===== src/rtl/apb_rr_master_if.sv =====
// +------------------------------------------------------------------+
// | Module  : apb_rr_master_if                                       |
// | Desc    : Requester command ports and APB bus of apb_rr_master   |
// | Rev     : 1.0                                                    |
// +------------------------------------------------------------------+
`default_nettype none

interface apb_rr_master_if #(
  parameter int P_NUM    = 4,
  parameter int P_DWIDTH = 32
);
  logic [1:0]          REQ_VALID;
  logic [1:0]          REQ_WRITE;
  logic [31:0]         REQ_ADDR0;
  logic [31:0]         REQ_ADDR1;
  logic [P_DWIDTH-1:0] REQ_WDATA0;
  logic [P_DWIDTH-1:0] REQ_WDATA1;
  logic [1:0]          REQ_DONE;
  logic [P_DWIDTH-1:0] REQ_RDATA;
  logic                REQ_ERR;
  logic [P_NUM-1:0]    PSEL;
  logic [31:0]         PADDR;
  logic                PENABLE;
  logic                PWRITE;
  logic [P_DWIDTH-1:0] PWDATA;
  logic [P_DWIDTH-1:0] PRDATA0;
  logic [P_DWIDTH-1:0] PRDATA1;
  logic [P_DWIDTH-1:0] PRDATA2;
  logic [P_DWIDTH-1:0] PRDATA3;
  logic [P_NUM-1:0]    PREADY;
  logic [P_NUM-1:0]    PSLVERR;

  modport master (
    input  REQ_VALID, REQ_WRITE, REQ_ADDR0, REQ_ADDR1, REQ_WDATA0, REQ_WDATA1,
    output REQ_DONE, REQ_RDATA, REQ_ERR,
    output PSEL, PADDR, PENABLE, PWRITE, PWDATA,
    input  PRDATA0, PRDATA1, PRDATA2, PRDATA3, PREADY, PSLVERR
  );

  modport slave (
    output REQ_VALID, REQ_WRITE, REQ_ADDR0, REQ_ADDR1, REQ_WDATA0, REQ_WDATA1,
    input  REQ_DONE, REQ_RDATA, REQ_ERR,
    input  PSEL, PADDR, PENABLE, PWRITE, PWDATA,
    output PRDATA0, PRDATA1, PRDATA2, PRDATA3, PREADY, PSLVERR
  );
endinterface

`default_nettype wire


===== src/rtl/apb_rr_master.sv =====
// +------------------------------------------------------------------+
// | Module  : apb_rr_master                                          |
// | Desc    : Two-requester round-robin APB master, P_NUM slaves.    |
// |           Optional ACCESS timeout: APB_RR_MASTER_TIMEOUT_EN      |
// | Rev     : 1.0                                                    |
// +------------------------------------------------------------------+
`default_nettype none

module apb_rr_master #(
  parameter int          P_NUM         = 4,
  parameter int          P_DWIDTH      = 32,
  parameter logic [31:0] P_ADDR_START0 = 32'h0000_0000,
  parameter logic [31:0] P_ADDR_START1 = 32'h0001_0000,
  parameter logic [31:0] P_ADDR_START2 = 32'h0002_0000,
  parameter logic [31:0] P_ADDR_START3 = 32'h0003_0000,
  parameter int          P_SIZE        = 1024,
  parameter int          P_TIMEOUT     = 16
) (
  input  logic              PCLK,
  input  logic              PRESETn,
  apb_rr_master_if.master   bus
);

  typedef enum logic [1:0] {S_IDLE, S_SETUP, S_ACCESS, S_RESP} state_t;

  localparam logic [31:0] c_START [4] = '{P_ADDR_START0, P_ADDR_START1,
                                          P_ADDR_START2, P_ADDR_START3};

  state_t              state_q;
  logic                rr_q;      // requester favoured on the next contested grant
  logic                gnt_q;
  logic [1:0]          sel_q;
  logic [P_NUM-1:0]    psel_q;
  logic [31:0]         paddr_q;
  logic                penable_q;
  logic                pwrite_q;
  logic [P_DWIDTH-1:0] pwdata_q;
  logic [1:0]          done_q;
  logic [P_DWIDTH-1:0] rdata_q;
  logic                err_q;

  logic                w_gnt;
  logic [31:0]         w_addr;
  logic                w_wr;
  logic [P_DWIDTH-1:0] w_wdata;
  logic [P_NUM-1:0]    w_hit;
  logic [P_NUM-1:0]    w_sel_oh;
  logic [1:0]          w_sel_idx;
  logic                w_miss;
  logic [3:0]          w_ready_v;
  logic [3:0]          w_slverr_v;
  logic                w_ready;
  logic                w_slverr;
  logic [P_DWIDTH-1:0] w_prdata;

  assign w_gnt   = (&bus.REQ_VALID) ? rr_q : bus.REQ_VALID[1];
  assign w_addr  = w_gnt ? bus.REQ_ADDR1 : bus.REQ_ADDR0;
  assign w_wr    = bus.REQ_WRITE[w_gnt];
  assign w_wdata = w_gnt ? bus.REQ_WDATA1 : bus.REQ_WDATA0;

  for (genvar gi = 0; gi < P_NUM; gi++) begin : g_dec
    assign w_hit[gi] = (w_addr >= c_START[gi]) &&
                       ((w_addr - c_START[gi]) < 32'(P_SIZE));
  end

  // Lowest-numbered window wins should windows ever overlap.
  always_comb begin
    w_sel_oh  = '0;
    w_sel_idx = 2'd0;
    w_miss    = 1'b1;
    for (int i = P_NUM - 1; i >= 0; i--) begin
      if (w_hit[i]) begin
        w_sel_oh    = '0;
        w_sel_oh[i] = 1'b1;
        w_sel_idx   = 2'(i);
        w_miss      = 1'b0;
      end
    end
  end

  assign w_ready_v  = 4'(bus.PREADY);
  assign w_slverr_v = 4'(bus.PSLVERR);
  assign w_ready    = w_ready_v[sel_q];
  assign w_slverr   = w_slverr_v[sel_q];

  always_comb begin
    case (sel_q)
      2'd0:    w_prdata = bus.PRDATA0;
      2'd1:    w_prdata = bus.PRDATA1;
      2'd2:    w_prdata = bus.PRDATA2;
      default: w_prdata = bus.PRDATA3;
    endcase
  end

`ifdef APB_RR_MASTER_TIMEOUT_EN
  localparam int c_TW = $clog2(P_TIMEOUT + 1);
  logic [c_TW-1:0] wcnt_q;
`endif

  always_ff @(posedge PCLK or negedge PRESETn) begin
    if (!PRESETn) begin
      state_q   <= S_IDLE;
      rr_q      <= 1'b0;
      gnt_q     <= 1'b0;
      sel_q     <= 2'd0;
      psel_q    <= '0;
      paddr_q   <= '0;
      penable_q <= 1'b0;
      pwrite_q  <= 1'b0;
      pwdata_q  <= '0;
      done_q    <= 2'b00;
      rdata_q   <= '0;
      err_q     <= 1'b0;
`ifdef APB_RR_MASTER_TIMEOUT_EN
      wcnt_q    <= '0;
`endif
    end else begin
      case (state_q)
        S_IDLE: begin
          if (|bus.REQ_VALID) begin
            gnt_q <= w_gnt;
            rr_q  <= ~w_gnt;
            if (!w_miss) begin
              psel_q   <= w_sel_oh;
              sel_q    <= w_sel_idx;
              paddr_q  <= w_addr;
              pwrite_q <= w_wr;
              if (w_wr) pwdata_q <= w_wdata;
              state_q  <= S_SETUP;
            end else begin
              // Unmapped address: answer straight away without touching the bus.
              err_q   <= 1'b1;
              rdata_q <= '0;
              done_q  <= {w_gnt, ~w_gnt};
              state_q <= S_RESP;
            end
          end
        end
        S_SETUP: begin
          penable_q <= 1'b1;
`ifdef APB_RR_MASTER_TIMEOUT_EN
          wcnt_q    <= '0;
`endif
          state_q   <= S_ACCESS;
        end
        S_ACCESS: begin
          if (w_ready) begin
            rdata_q   <= pwrite_q ? '0 : w_prdata;
            err_q     <= w_slverr;
            psel_q    <= '0;
            penable_q <= 1'b0;
            done_q    <= {gnt_q, ~gnt_q};
            state_q   <= S_RESP;
          end
`ifdef APB_RR_MASTER_TIMEOUT_EN
          else if (wcnt_q == c_TW'(P_TIMEOUT - 1)) begin
            rdata_q   <= '0;
            err_q     <= 1'b1;
            psel_q    <= '0;
            penable_q <= 1'b0;
            done_q    <= {gnt_q, ~gnt_q};
            state_q   <= S_RESP;
          end else begin
            wcnt_q <= wcnt_q + 1'b1;
          end
`endif
        end
        default: begin
          done_q  <= 2'b00;
          state_q <= S_IDLE;
        end
      endcase
    end
  end

  assign bus.PSEL      = psel_q;
  assign bus.PADDR     = paddr_q;
  assign bus.PENABLE   = penable_q;
  assign bus.PWRITE    = pwrite_q;
  assign bus.PWDATA    = pwdata_q;
  assign bus.REQ_DONE  = done_q;
  assign bus.REQ_RDATA = rdata_q;
  assign bus.REQ_ERR   = err_q;

endmodule

`default_nettype wire


===== src/flat_wrapper.sv =====
// flat-port wrapper written by rule: the top's interface ports become plain ports
module apb_rr_master_flat 
#(
  parameter int          P_NUM         = 4,
  parameter int          P_DWIDTH      = 32,
  parameter logic [31:0] P_ADDR_START0 = 32'h0000_0000,
  parameter logic [31:0] P_ADDR_START1 = 32'h0001_0000,
  parameter logic [31:0] P_ADDR_START2 = 32'h0002_0000,
  parameter logic [31:0] P_ADDR_START3 = 32'h0003_0000,
  parameter int          P_SIZE        = 1024,
  parameter int          P_TIMEOUT     = 16
)
  (PCLK, PRESETn, bus_REQ_VALID, bus_REQ_WRITE, bus_REQ_ADDR0, bus_REQ_ADDR1, bus_REQ_WDATA0, bus_REQ_WDATA1, bus_REQ_DONE, bus_REQ_RDATA, bus_REQ_ERR, bus_PSEL, bus_PADDR, bus_PENABLE, bus_PWRITE, bus_PWDATA, bus_PRDATA0, bus_PRDATA1, bus_PRDATA2, bus_PRDATA3, bus_PREADY, bus_PSLVERR);
  apb_rr_master_if #(.P_NUM(P_NUM), .P_DWIDTH(P_DWIDTH)) bus_i ();
  input  logic PCLK;
  input  logic PRESETn;
  input wire logic [$bits(bus_i.REQ_VALID)-1:0] bus_REQ_VALID;
  input wire logic [$bits(bus_i.REQ_WRITE)-1:0] bus_REQ_WRITE;
  input wire logic [$bits(bus_i.REQ_ADDR0)-1:0] bus_REQ_ADDR0;
  input wire logic [$bits(bus_i.REQ_ADDR1)-1:0] bus_REQ_ADDR1;
  input wire logic [$bits(bus_i.REQ_WDATA0)-1:0] bus_REQ_WDATA0;
  input wire logic [$bits(bus_i.REQ_WDATA1)-1:0] bus_REQ_WDATA1;
  output wire logic [$bits(bus_i.REQ_DONE)-1:0] bus_REQ_DONE;
  output wire logic [$bits(bus_i.REQ_RDATA)-1:0] bus_REQ_RDATA;
  output wire logic [$bits(bus_i.REQ_ERR)-1:0] bus_REQ_ERR;
  output wire logic [$bits(bus_i.PSEL)-1:0] bus_PSEL;
  output wire logic [$bits(bus_i.PADDR)-1:0] bus_PADDR;
  output wire logic [$bits(bus_i.PENABLE)-1:0] bus_PENABLE;
  output wire logic [$bits(bus_i.PWRITE)-1:0] bus_PWRITE;
  output wire logic [$bits(bus_i.PWDATA)-1:0] bus_PWDATA;
  input wire logic [$bits(bus_i.PRDATA0)-1:0] bus_PRDATA0;
  input wire logic [$bits(bus_i.PRDATA1)-1:0] bus_PRDATA1;
  input wire logic [$bits(bus_i.PRDATA2)-1:0] bus_PRDATA2;
  input wire logic [$bits(bus_i.PRDATA3)-1:0] bus_PRDATA3;
  input wire logic [$bits(bus_i.PREADY)-1:0] bus_PREADY;
  input wire logic [$bits(bus_i.PSLVERR)-1:0] bus_PSLVERR;
  assign bus_i.REQ_VALID = bus_REQ_VALID;
  assign bus_i.REQ_WRITE = bus_REQ_WRITE;
  assign bus_i.REQ_ADDR0 = bus_REQ_ADDR0;
  assign bus_i.REQ_ADDR1 = bus_REQ_ADDR1;
  assign bus_i.REQ_WDATA0 = bus_REQ_WDATA0;
  assign bus_i.REQ_WDATA1 = bus_REQ_WDATA1;
  assign bus_REQ_DONE = bus_i.REQ_DONE;
  assign bus_REQ_RDATA = bus_i.REQ_RDATA;
  assign bus_REQ_ERR = bus_i.REQ_ERR;
  assign bus_PSEL = bus_i.PSEL;
  assign bus_PADDR = bus_i.PADDR;
  assign bus_PENABLE = bus_i.PENABLE;
  assign bus_PWRITE = bus_i.PWRITE;
  assign bus_PWDATA = bus_i.PWDATA;
  assign bus_i.PRDATA0 = bus_PRDATA0;
  assign bus_i.PRDATA1 = bus_PRDATA1;
  assign bus_i.PRDATA2 = bus_PRDATA2;
  assign bus_i.PRDATA3 = bus_PRDATA3;
  assign bus_i.PREADY = bus_PREADY;
  assign bus_i.PSLVERR = bus_PSLVERR;
  apb_rr_master #(.P_NUM(P_NUM), .P_DWIDTH(P_DWIDTH), .P_ADDR_START0(P_ADDR_START0), .P_ADDR_START1(P_ADDR_START1), .P_ADDR_START2(P_ADDR_START2), .P_ADDR_START3(P_ADDR_START3), .P_SIZE(P_SIZE), .P_TIMEOUT(P_TIMEOUT)) u_core (.PCLK(PCLK), .PRESETn(PRESETn), .bus(bus_i));
endmodule

===== config.mk =====
export PLATFORM = sky130hd
export DESIGN_NAME = apb_rr_master_flat
export DESIGN_NICKNAME = d
export VERILOG_FILES = /design/src/rtl/apb_rr_master_if.sv /design/src/rtl/apb_rr_master.sv /design/src/flat_wrapper.sv
export SDC_FILE = /design/constraint.sdc
export NUM_CORES = 1
export LEC_CHECK = 0
export BUFFER_PORTS_ARGS = -buffer_cell sky130_fd_sc_hd__buf_2
export CAP_MARGIN = 20
export CORE_AREA = 2 2 145 147
export CTS_CLUSTER_SIZE = 12
export DETAILED_ROUTE_END_ITERATION = 6
export DIE_AREA = 0 0 147 149
export PLACE_DENSITY = 0.75
export REMOVE_ABC_BUFFERS = 1
export SYNTH_ARGS = -nofsm -noshare
export SYNTH_HDL_FRONTEND = slang
export SYNTH_SLANG_ARGS = --single-unit

===== constraint.sdc =====
create_clock -name PCLK -period 4.05 [get_ports PCLK]
set_input_delay 0.405 -clock PCLK [delete_from_list [all_inputs] [get_ports PCLK]]
set_output_delay 0.405 -clock PCLK [all_outputs]
set_load 0.005 [all_outputs]

# After elaboration in Yosys (flattened, before gate mapping)
# Index checks and enable logic that the tools add are counted.
op_classes:
  add_sub_neg: 3
  n_lt_le_gt_ge: 10
  n_eq_ne: 8
  n_mux: 45
  bitwise_logic: 4
  n_reduce_logical: 18
op_table:
  columns: ["operator", "n"]
  rows:
  - ["$mux W32", 6]
  - ["$lt A32 B11 Y1 const B", 4]
  - ["$pmux W32 S3", 1]
  - ["$ge A32 B18 Y1 const B", 2]
  - ["$pmux W32 S2", 1]
  - ["$sub A32 B18 Y32 const B", 2]
  - ["$ge A32 B1 Y1 const B", 1]
  - ["$ge A32 B17 Y1 const B", 1]
  - ["$sub A32 B17 Y32 const B", 1]
  - ["$mux W4", 7]
  - ["$mux W2", 10]
  - ["$reduce_and A4 Y1", 4]
  - ["$mux W1", 13]
  - ["$pmux W2 S3", 2]
  - ["$pmux W4 S2", 1]
  - ["$reduce_and A2 Y1", 4]
  - ["$ne A2 B1 Y1 const B", 3]
  - ["$bmux W1 S2", 2]
  - ["$eq A2 B1 Y1 const B", 2]
  - ["$eq A2 B2 Y1 const B", 2]
  - ["$logic_and A1 B1 Y1", 4]
  - ["$logic_not A2 Y1", 2]
  - ["$not A1 Y1", 4]
  - ["$pmux W1 S2", 2]
  - ["other kinds (6)", 7]
totals:
  reg_bits: 111
  in_bits: 270

# Depth between registers and ports, before layout
depth:
  ltp_word: 13
  ltp_mapped: 20
  ltp_nobuf: 15

# Least setup slack after synthesis
# OpenSTA, ideal clock, no wires.
synth_path:
  path_type: "flip-flop to flip-flop"
  from: "register u_core.rr_q"
  to: "register u_core.rdata_q[10] (netlist: u_core.bus.REQ_RDATA[10])"
  setup_ns: 0.125
  arrival_time_ns: 3.877
  required_time_ns: 3.925
  setup_slack_ns: 0.049
  stages_incl_launch_ff: 20
  path_buffers: 4
  synth_period_minus_slack_ns: 4.001
  cell_sequence: "dfrtp_1 > nand2b_1 > nand2_1 > buf_1 > clkbuf_1 > buf_1 > nand2_1 > nand2_1 > inv_1 > ha_1 > nor4b_1 > nand4_1 > nand2_1 > mux2i_1 > mux2_2 > nand4_1 > nand3b_2 > a21oi_2 > buf_4 > mux2_2"
synth_between:
  elab_chain_cells: 11
synth_rtl:
  columns: ["element", "line_no", "text"]
  rows:
  - ["from (decl)", "apb_rr_master.sv:30", "logic rr_q;"]
  - ["from (signal assigned)", "apb_rr_master.sv:122", "rr_q <= ~w_gnt;"]
  - ["$mux W1 *", "apb_rr_master.sv:56", "assign w_gnt = (&bus.REQ_VALID) ? rr_q : bus.REQ_VALID[1];"]
  - ["$mux W32 *", "apb_rr_master.sv:57", "assign w_addr = w_gnt ? bus.REQ_ADDR1 : bus.REQ_ADDR0;"]
  - ["$sub A32 B18 Y32", "apb_rr_master.sv:63", "((w_addr - c_START[gi]) < 32'(P_SIZE));"]
  - ["$lt A32 B11 Y1", "apb_rr_master.sv:63", null]
  - ["$logic_and A1 B1 Y1", "apb_rr_master.sv:62", "assign w_hit[gi] = (w_addr >= c_START[gi]) &&"]
  - ["$mux W1 (3 in series)", "apb_rr_master.sv:72", "if (w_hit[i]) begin"]
  - ["$mux W1 *", "apb_rr_master.sv:72", null]
  - ["$ne A2 B1 Y1 (no source line) *", null, null]
  - ["$reduce_and A4 Y1 (no source line) *", null, null]
  - ["to (signal assigned)", "apb_rr_master.sv:148", "rdata_q <= pwrite_q ? '0 : w_prdata;"]
  - ["to (decl)", "apb_rr_master.sv:39", "logic [P_DWIDTH-1:0] rdata_q;"]
# Every way passes the cells marked *; elsewhere a longest branch is shown, timed or not.
# A chain may end at the register's enable or synchronous reset.

# Worst setup path in the final report
layout_path:
  from: "register u_core.rr_q"
  to: "register u_core.rdata_q[12] (netlist: u_core.bus.REQ_RDATA[12])"
# The elaborated chain is that of the path after synthesis.

==> metrics.md <==
| Metric | Value |
|---|---|
| Status | complete, no violations |
| Crit path top cell by count | mux2_2 |
| Worst-path clk slew | 0.08 ns |
| Highest-delay cell along the critical path | dfrtp_1 |
| Initial Util | 34.33% |
| Cell Rows | 53 |
| Syn_area_per_cell | 10.50 µm² |
| Die width | 147 µm |
| Worst EP required | 4.28 ns |
| Via count | 6902 |
| VDD IR-drop max | 0.0002507 V |
| Final Wtd Congestion | 0.9948 |
| Largest net degree at the start of global routing | 79 |
| Clk sinks | 111 |
| Number of synthesized flops with an enable pin | 0 |
| Critical R2R Launch | u_core.rr_q$_DFFE_PN0P_ |
| Pre-CTS WS | 0.3116 ns |
| Chip height | 149 µm |
| Yosys Warn Count | 0 |
| First-pass GRT wire length | 37.16 mm |
| Worst hold margin | 0.01461 ns |
| Synthesis-stage register bit count | 111 |
| # IOs | 375 |
| CP Capture Type | flip-flop |
| Setup-failing EPs final | 0 |
| Overall power | 0.003601 W |
| Ranking of synthesized cells by area | dfrtp_1 39%, mux4_2 11%, mux2_2 6.7%, nand2_1 6.6%, mux2_4 6.2% |
| Synth area leader | dfrtp_1 |
| Max-slew violation count | 0 |
| Sequential share of the synthesized area | 39.35% |
| RSZ-0062 raised after global routing | false |
| Clock root buffer master | clkbuf_16 |
| CP max FO | 33 |
| Rel. slew slack | 45.85% |
| Async set-reset flop share out of synthesis | 100.0% |
| Vias in the first global route | 6842 |
| Number of CTS-inserted buffers | 9 |
| Hold WC Path Type | primary input to async pin |
| Syn Inst Count | 672 |
| Post-DP HPWL | 19.58 mm |
| Area growth, synth to finish | 36.00% |
| Post-layout minimum cycle time | 3.729 ns |
| Post-DR wirelength/cell | 18.71 µm |
| Crit share post-route | 92.08% |
| Hold-fix buffers at CTS | 0 |
| 1st-pass router iterations | 4 |
| Post-synthesis cell area | 7058 µm² |
| CP Class | flip-flop to flip-flop |
| Layout cells sized above 1 | 50.96% |
| Final WL | 24.68 mm |
| Crit start category | flip-flop |
| Placed insts | 1300 |
| Pwr dens | 375.1 nW/µm² |
| Gr usage total | 21.86% |
| Max stage delay on crit path | 0.41 ns |
| Clock Skew | 0.01081 ns |
| Critical R2R Capture | u_core.bus.REQ_RDATA[12]$_DFFE_PN0P_ |
| R2R Setup Slk | 0.32 ns |
| Synth cell types | 64 |
| GRT overflow | 0 |
| Top-area cell type share of the netlist area | 39.35% |
| Fmax | 268.1 MHz |
| H-tree levels | 3 |
| Clock tree buffer depth | 2 |
| Worst slew pin tran | 0.8123 ns |
| Post-route insts no fill | 1319 |
| Port Buf Inserts | 374 |
| Clk_lat worst skew | 0.35 ns |
| Nets | 1313 |
| Worst setup margin | 0.3206 ns |
| Hold Violations, Final | 0 |
| Die Footprint | 21900 µm² |
| First-iteration detailed-routing DRC count | 372 |
| Initial antenna violation count | 3 |
| CTS resizes | 0 |
| Worst R2R Path Depth | 15 |
| Routed vias/inst | 5.233 |
| Ys flop type | dfrtp_1 |
| Setup bufs post-CTS | 0 |
| Max-capacitance violation count | 0 |
| Final core utilization | 46.70% |
| Core footprint | 20560 µm² |
| WP data arrival | 3.96 ns |
| LEAKAGE | 5.108 nW |
| Post-route ant nets | 0 |
| Worst path cell trace | nand2b_1 -> nand2_2 -> mux2_2 -> inv_1 -> ha_1 -> nor4b_1 -> nand4_1 -> nand2_1 -> mux2i_1 -> mux2_2 -> nand4_1 -> nand3b_2 -> a21oi_4 -> buf_12 -> mux2_2 |
| Residual DRC count | 0 |
| CTS tree | built |
-- layer usage --
metal	GRT usage (%)	routed length [µm]	vias to the layer above	share of wire (%)
met4	11.15	1087	2	4.4
li1	-	-	3178	-
met5	0	13	-	0.053
met2	37.91	12420	358	50
met3	3.058	1697	69	6.9
met1	26.72	9462	3295	38
-- sequential cells by signal, indices dropped and copies added, names as in the netlist --
name                  flops
u_core.bus.PWDATA        32
u_core.state_q            2
u_core.bus.PENABLE        1
u_core.bus.REQ_RDATA     32
u_core.bus.PWRITE         1
u_core.bus.PSEL           4
u_core.bus.REQ_ERR        1
u_core.rr_q               1
u_core.bus.PADDR         32
u_core.gnt_q              1
u_core.sel_q              2
u_core.bus.REQ_DONE       2
-- stage by stage --
step                      TNS, ns  area, µm²
after floorplan           -118.32       6855
after global placement          0       9278
after detailed placement        0       9278
after CTS                       0       9574
after global routing            0       9599
final                           0       9599
-- cell usage after synthesis, types with 5 or more instances --
library cell  instances
nand2_1             125
dfrtp_1             111
mux2_2               42
mux4_2               34
nor2b_1              34
mux2_4               29
clkbuf_1             25
a21oi_1              24
and2_1               20
nor2_1               20
nor3_1               18
mux2i_1              17
a31oi_1              13
o21ai_0              11
inv_1                10
nand4_1               8
buf_1                 7
nand3_1               7
nor4_1                7
a22oi_1               6
ha_1                  6
or3_1                 6
o211ai_1              5
-- critical path, delay by kind of cell (launching register included) --
family                     cells  cell delay [ns]
DFF                            1             0.41
buffers and inverters          2             0.31
muxes                          4             1.11
AOI/OAI and AO/OA              1             0.26
and+or+nand+nor                7             1.34
adders and majority gates      1             0.18
-- where the power goes --
part / switching [W] / total, W / leakage (nW) / internal (W)
clock network: 0.000426 / 0.000874 / 0.145 / 0.000448
logic: 0.000774 / 0.00143 / 3.45 / 0.000652
registers: 0.0000703 / 0.00130 / 1.51 / 0.00123
-- how the worst max path moves through the flow --
stage,start,end,slack [ns],cells past startpoint
after floorplan,u_core.rr_q$_DFFE_PN0P_,u_core.bus.REQ_RDATA[0]$_DFFE_PN0P_,-1.61,14
after global placement,bus_REQ_VALID[0],u_core.bus.REQ_RDATA[21]$_DFFE_PN0P_,0.42,16
after detailed placement,bus_REQ_VALID[0],u_core.bus.REQ_RDATA[12]$_DFFE_PN0P_,0.31,16
after CTS,u_core.rr_q$_DFFE_PN0P_,u_core.bus.REQ_RDATA[28]$_DFFE_PN0P_,0.35,15
after global routing,u_core.rr_q$_DFFE_PN0P_,u_core.bus.REQ_RDATA[5]$_DFFE_PN0P_,0.16,15
final,u_core.rr_q$_DFFE_PN0P_,u_core.bus.REQ_RDATA[12]$_DFFE_PN0P_,0.32,15
-- kinds of logic after synthesis --
| logic type | count (synthesis) | synth area share, % |
|---|---|---|
| compound gates | 105 | 10.23 |
| xor+xnor | 7 | 0.8687 |
| fa+ha+maj | 6 | 1.064 |
| buf+inv | 53 | 3.457 |
| flops | 111 | 39.35 |
| mux | 123 | 26.29 |
| simple gates | 267 | 18.74 |
-- cell usage in the layout, fill, tap and decap left out, types with 5 or more instances in the layout --
cell       count
clkbuf_16      9
nor3_1        18
o211ai_1       5
a31oi_1       13
dfrtp_1      110
buf_4         20
mux4_2        34
nor4_1         7
buf_2        373
a21oi_1       24
nor2b_1       34
ha_1           6
inv_1         10
o21ai_0       11
nand2_1      124
mux2_4        29
nand3_1        7
mux2_2        42
mux2i_1       17
a22oi_1        6
nor2_1        18
nand4_1        8
or3_1          6
and2_1        20
-- area by class of cell --
| type | instances | area, µm² |
|---|---|---|
| antenna | 2 | 5.005 |
| clock inverter | 5 | 53.80 |
| fill | 1964 | 10960 |
| inverter | 11 | 41.29 |
| sequential | 111 | 2779 |
| timing repair buffer | 396 | 2077 |
| clock buffer | 11 | 242.7 |
| multi-input combinational | 508 | 4056 |
| tap | 275 | 344.1 |
No activity file was read; power rests on OpenSTA's default activity.
